==> src/rtl/cpu_pkg.sv <==
// Shared CPU definitions: datapath width, instruction alignment and fetch FSM states.
package cpu_pkg;

    localparam int XLEN = 32;
    localparam logic [1:0] INSTR_ALIGN_MASK = 2'b11;

    typedef enum logic [1:0] {
        IDLE,
        FETCH,
        VALID,
        FAULT
    } fetch_state_t;

    function automatic logic is_instr_aligned(input logic [XLEN-1:0] addr);
        return (addr[1:0] & INSTR_ALIGN_MASK) == 2'b00;
    endfunction

endpackage

==> src/rtl/fetch_unit.sv <==
// Instruction-fetch stage: owns the PC, reads instruction memory and hands
// each fetched word to decode over a valid/ready handshake.
module fetch_unit
    import cpu_pkg::*;
#(
    parameter logic [XLEN-1:0] RESET_PC = 32'h0000_0000
) (
    input  logic            clk,
    input  logic            rst,
    output logic            imem_req,
    output logic [XLEN-1:0] imem_addr,
    input  logic            imem_rvalid,
    input  logic [XLEN-1:0] imem_rdata,
    output logic            instr_valid,
    output logic [XLEN-1:0] instr,
    output logic [XLEN-1:0] pc,
    input  logic            instr_ready,
    input  logic [XLEN-1:0] pc_next,
    output logic            fault,
    output logic [XLEN-1:0] instr_count
);

    fetch_state_t    state_q, state_d;
    logic [XLEN-1:0] pc_q, pc_d;
    logic [XLEN-1:0] instr_q, instr_d;
    logic [XLEN-1:0] count_q, count_d;

    always_comb begin
        // NOTE: every next-state signal gets a hold default first so no path leaves it unassigned (no latch).
        state_d = state_q;
        pc_d    = pc_q;
        instr_d = instr_q;
        count_d = count_q;

        unique case (state_q)
            IDLE: state_d = FETCH;
            FETCH: begin
                if (imem_rvalid) begin
                    instr_d = imem_rdata;
                    state_d = VALID;
                end
            end
            VALID: begin
                if (instr_ready) begin
                    count_d = count_q + 1'b1;
                    // A misaligned target is counted as accepted but never fetched.
                    if (is_instr_aligned(pc_next)) begin
                        pc_d    = pc_next;
                        state_d = FETCH;
                    end else begin
                        state_d = FAULT;
                    end
                end
            end
            FAULT: state_d = FAULT;
            default: state_d = IDLE;
        endcase
    end

    always_ff @(posedge clk) begin
        // NOTE: state registers use non-blocking assignment so all flops update together at the edge.
        if (rst) begin
            state_q <= IDLE;
            pc_q    <= RESET_PC;
            instr_q <= '0;
            count_q <= '0;
        end else begin
            state_q <= state_d;
            pc_q    <= pc_d;
            instr_q <= instr_d;
            count_q <= count_d;
        end
    end

    // Outputs are decoded from registered state only, so they cannot glitch on input changes.
    assign imem_req    = (state_q == FETCH);
    assign imem_addr   = pc_q;
    assign instr_valid = (state_q == VALID);
    assign fault       = (state_q == FAULT);
    assign instr       = instr_q;
    assign pc          = pc_q;
    assign instr_count = count_q;

endmodule
==> config.mk <==
export PLATFORM = sky130hd
export DESIGN_NAME = fetch_unit
export DESIGN_NICKNAME = d
export VERILOG_FILES = /design/src/rtl/cpu_pkg.sv /design/src/rtl/fetch_unit.sv
export SDC_FILE = /design/constraint.sdc
export NUM_CORES = 1
export LEC_CHECK = 0
export BUFFER_PORTS_ARGS = -buffer_cell sky130_fd_sc_hd__buf_2
export CAP_MARGIN = 0
export CORE_MARGIN = 2
export CORE_UTILIZATION = 40
export CTS_BUF_LIST = sky130_fd_sc_hd__clkbuf_8
export DETAILED_ROUTE_END_ITERATION = 8
export PLACE_DENSITY = 0.76
export SLEW_MARGIN = 20
export SYNTH_ARGS = -nofsm -noshare
export SYNTH_HDL_FRONTEND = slang
export SYNTH_SLANG_ARGS = --single-unit
==> constraint.sdc <==
create_clock -name clk -period 2.4 [get_ports clk]
set_input_delay 0.12 -clock clk [delete_from_list [all_inputs] [get_ports clk]]
set_output_delay 0.12 -clock clk [all_outputs]
set_load 0.01 [all_outputs]
Yosys cells after proc, flatten, opt, wreduce, memory -nomap -nowiden

Cells that the tools add are included.

Logic and storage cells: 20
Output and inout port bits: 131
Input port bits: 68
Register bits after elaboration: 98

Reductions and logical operators: 6
Multiplexer cells: 4
Add/subtract/negate cells: 1
Eq/ne operators: 5

Operators with widths:

| cell                                                  | number |
|---|---|
| adder 32 x 1 -> 32 bit, second input constant         | 1 |
| case mux 2 bit (4 select lines)                       | 1 |
| 2-to-1 mux 2 bit                                      | 3 |
| AND reduction 2 bit                                   | 3 |
| == test 2 bit, second input constant                  | 2 |
| logical NOT 2 bit                                     | 2 |
| inequality test 2 x 1 -> 1 bit, second input constant | 2 |
| AND reduction 3 bit                                   | 1 |
| == test 2 x 1 -> 1 bit, second input constant         | 1 |

Longest topological paths before layout

Depth after elaboration: 4
Gate-level depth with buffers: 6

Least setup slack after synthesis

OpenSTA, ideal clock, no wires.

Kind: register to register
From: reg count_q[0] (netlist: instr_count[0])
To: reg count_q[30] (netlist: instr_count[30])
Data required time: 2272 ps
Setup slack: 636 ps
Buffers on the path: 0
Arrival: 1636 ps
Stages on the path, launching flop included: 7
Path through: dfxtp_1 -> ha_1 -> nand4b_1 -> nor4_4 -> nand4_1 -> xnor2_1 -> nor2b_1

Word-level cells in the longest chain between the ends: 1

Ends and longest elaborated chain:

| what                   | RTL line         | text |
|---|---|---|
| start, declared        | fetch_unit.sv:26 | `logic [XLEN-1:0] count_q, count_d;` |
| start signal, assigned | fetch_unit.sv:71 | `count_q <= count_d;` |
| adder 32 x 1 -> 32 bit | fetch_unit.sv:45 | `count_d = count_q + 1'b1;` |

Every way passes these cells.
A chain may end at the register's enable or synchronous reset.

Final worst setup path

From: reg state_q[1]
To: reg pc_q[7] (netlist: imem_addr[7])

Word-level cells in the longest chain between the ends: 2

Ends and longest elaborated chain:

| what                                 | RTL line         | text |
|---|---|---|
| start, declared                      | fetch_unit.sv:23 | `fetch_state_t state_q, state_d;` |
| start signal, assigned               | fetch_unit.sv:68 | `state_q <= state_d;` |
| == test 2 bit                        | fetch_unit.sv:35 | `unique case (state_q)` |
| AND reduction 3 bit (no source line) | -                |  |
| end signal, assigned                 | fetch_unit.sv:69 | `pc_q <= pc_d;` |
| end, declared                        | fetch_unit.sv:24 | `logic [XLEN-1:0] pc_q, pc_d;` |

Every way passes these cells.

==> flow_metrics.tcl <==
set metrics [dict create \
    pre_cts_slack_ns 0.438 \
    cts-root-buf "clkbuf_8" \
    pwr_density_cell_nw_per_um2 542 \
    htreeDepth 3 \
    portBuffers 198 \
    finalSetupViolCount 0 \
    synth-seq-cells 98 \
    share_seq_of_total_power_pct 55.9 \
    p_int_uw 2300 \
    hold_viol_final 0 \
    outcome "finished clean" \
    grt_pass1_vias 3464 \
    antenna_found_initial 0 \
    die_h_um 103 \
    routedWlPerCell_um 13.0 \
    avgSynthCellArea_um2 8.20 \
    finalSetupTns_ns 0 \
    final_common_cell "buf_2" \
    required_ns 2.63 \
    ios 199 \
    n_fill_cell 836 \
    first_iter_violations 115 \
    grt.total_usage_pct 18.8 \
    nets 761 \
    overflow 0 \
    finalWeightedCongestion 0.829 \
    arrival_ns 2.20 \
    tightest_slew_ns 0.964 \
    grt_pass1_wl_um 15800 \
    die_area_um2 10700 \
    fin_area_um2 5550 \
    timing.fmax_mhz 507 \
    finalWorstSetupSlack_ns 0.427 \
    cts.sinks 98 \
    clkLatencyLatePin_ns 0.35 \
    drtPass1Iterations 4 \
    post_drt_via_cell_ratio 4.75 \
    drc 0 \
    path_class "reg -> reg" \
    cts_tree "done" \
    fin_skew_ns 0.00898 \
    post-route-period-util_pct 82.2 \
    die_w_um 103 \
    antenna_cells 0 \
    ant_nets 0 \
    peakVddDrop_v 0.000281 \
    hold_ws_ns 0.0143 \
    worst_setup_path_end_kind "flop" \
    min_period_ns 1.97 \
    maxCapViolCount 0 \
    p_clk_share_pct 34.4 \
    clockBufferDepth 2 \
    switchingPower_uw 699 \
    cts_buffers 9 \
    drive_above_1_share_pct 32.2 \
    syn_nets 551 \
    mostFrequentLayoutCells "buf_2 (198), nand2_1 (136), dfxtp_1 (98), a21oi_1 (66), dlygate4sd3_1 (53)" \
    p_leak_uw 0.00258 \
    slew_viol_final 0 \
    rows 36 \
    area_growth_pct 40.3 \
    multiInputGateArea_um2 1650 \
    vias 3939 \
    place_area_um2 4830 \
    yosysUniqueCellTypes 33 \
    yosysWarnings 0 \
    design.core.area_um2 9680 \
    swShare_pct 23.3 \
    relSlewSlack_pct 35.7 \
    regArea_um2 1960 \
    path_clk_slew_ns 0.09 \
    wl_um 10800 \
    combPwrFrac_pct 9.7 \
    hpwl_um 7020 \
    cp_max_fo 30 \
    rsz0062_at_grt "false" \
    start_kind "flop" \
    syn_inst 482 \
    hp-class "in -> reg" \
    netlist_area_um2 3950 \
    grt_max_degree 99 \
    start_util_pct 40.8 \
    seq_area_frac_synth_pct 49.6 \
]
-- worst paths after layout --
check                   from      endpoint  slack, ns  cells past startpoint
hold reg to reg    instr[31]     instr[31]       0.45                      2
setup reg to reg  state_q[1]  imem_addr[7]       0.43                      4
setup / recovery  state_q[1]  imem_addr[7]       0.43                      4
hold / removal    pc_next[6]  imem_addr[6]       0.01                      3
-- per-stage QoR --
step                      instances  total power (µW)  util (%)
after global routing            829              3150      57.3
final                           829              3000      57.3
after global placement          761              1930      49.9
after detailed placement        761              1940      49.9
after floorplan                 482              1820         -
after CTS                       829              3040      57.3
-- flip-flops by register name, summed over array words and instances (netlist names) --
signal / cells
imem_addr: 32
instr: 32
instr_count: 32
state_q: 2
-- cell usage after synthesis (all sizes together) --
cell type | number | area share [%]
o21ai | 2 | 0.25
nand2 | 136 | 13
a21oi | 66 | 8.4
nor3b | 2 | 0.38
or2 | 1 | 0.16
ha | 1 | 0.32
dfxtp | 98 | 50
and4b | 1 | 0.25
nor2 | 33 | 3.2
clkbuf | 20 | 1.9
nand3b | 1 | 0.19
nor4 | 3 | 1.2
a211oi | 1 | 0.19
and2 | 4 | 0.63
and4 | 3 | 0.66
nand4b | 1 | 0.22
inv | 3 | 0.28
nor2b | 4 | 0.63
xor2 | 20 | 4.4
o41ai | 1 | 0.22
nand3 | 14 | 1.8
buf | 37 | 6.7
nand4 | 12 | 2.1
and3 | 3 | 0.47
nor3 | 3 | 0.51
or3 | 3 | 0.47
xnor2 | 9 | 2.0
-- worst max-delay path, stage by stage (launching register included) --
cell and delay (ns):
dfxtp_1 0.47, nand3b_1 0.27, or3_1 0.79, nand2_1 0.22, a21oi_1 0.10
-- routing by layer --
| layer | part of all wire, % | wire, µm | track usage [%] |
|---|---|---|---|
| met1 | 41 | 4460 | 21.3 |
| met2 | 51 | 5470 | 33.9 |
| met3 | 6.6 | 712 | 4.50 |
| met4 | 1.1 | 123 | 7.49 |
| met5 | 0 | 0 | 0 |
-- logic make-up after synthesis --
logic type	Yosys count	share of synthesized area (%)
xor+xnor	29	6.42
simple gates	224	25.8
buf+inv	60	8.86
fa+ha+maj	1	0.316
compound gates	70	9.02
flops	98	49.6
-- power groups by stage --
stage / Sequential [µW] / Combinational, µW / Clock, µW
2_1_floorplan: 1730 / 95.6 / 0
3_3_place_gp: 1710 / 219 / 0
3_5_place_dp: 1720 / 223 / 0
4_1_cts: 1680 / 289 / 1070
5_1_grt: 1680 / 322 / 1150
6_report: 1680 / 292 / 1030
-- layout make-up --
type,count,share of cell area (%)
multi-input cells,324,29.7
clock inverters,5,0.857
inverters,3,0.203
flip-flops and latches,98,35.4
repair buffers,256,28.3
clock buffers,10,2.48
well taps,133,3.00
-- timing repair --
| item | CTS | global route |
|---|---|---|
| setup buffers | 0 | 0 |
| gates resized for setup | 0 | 0 |
| endpoints found under the hold margin | 53 | 0 |
| hold buffers | 53 | 0 |
(Power assumes the default switching activity.)
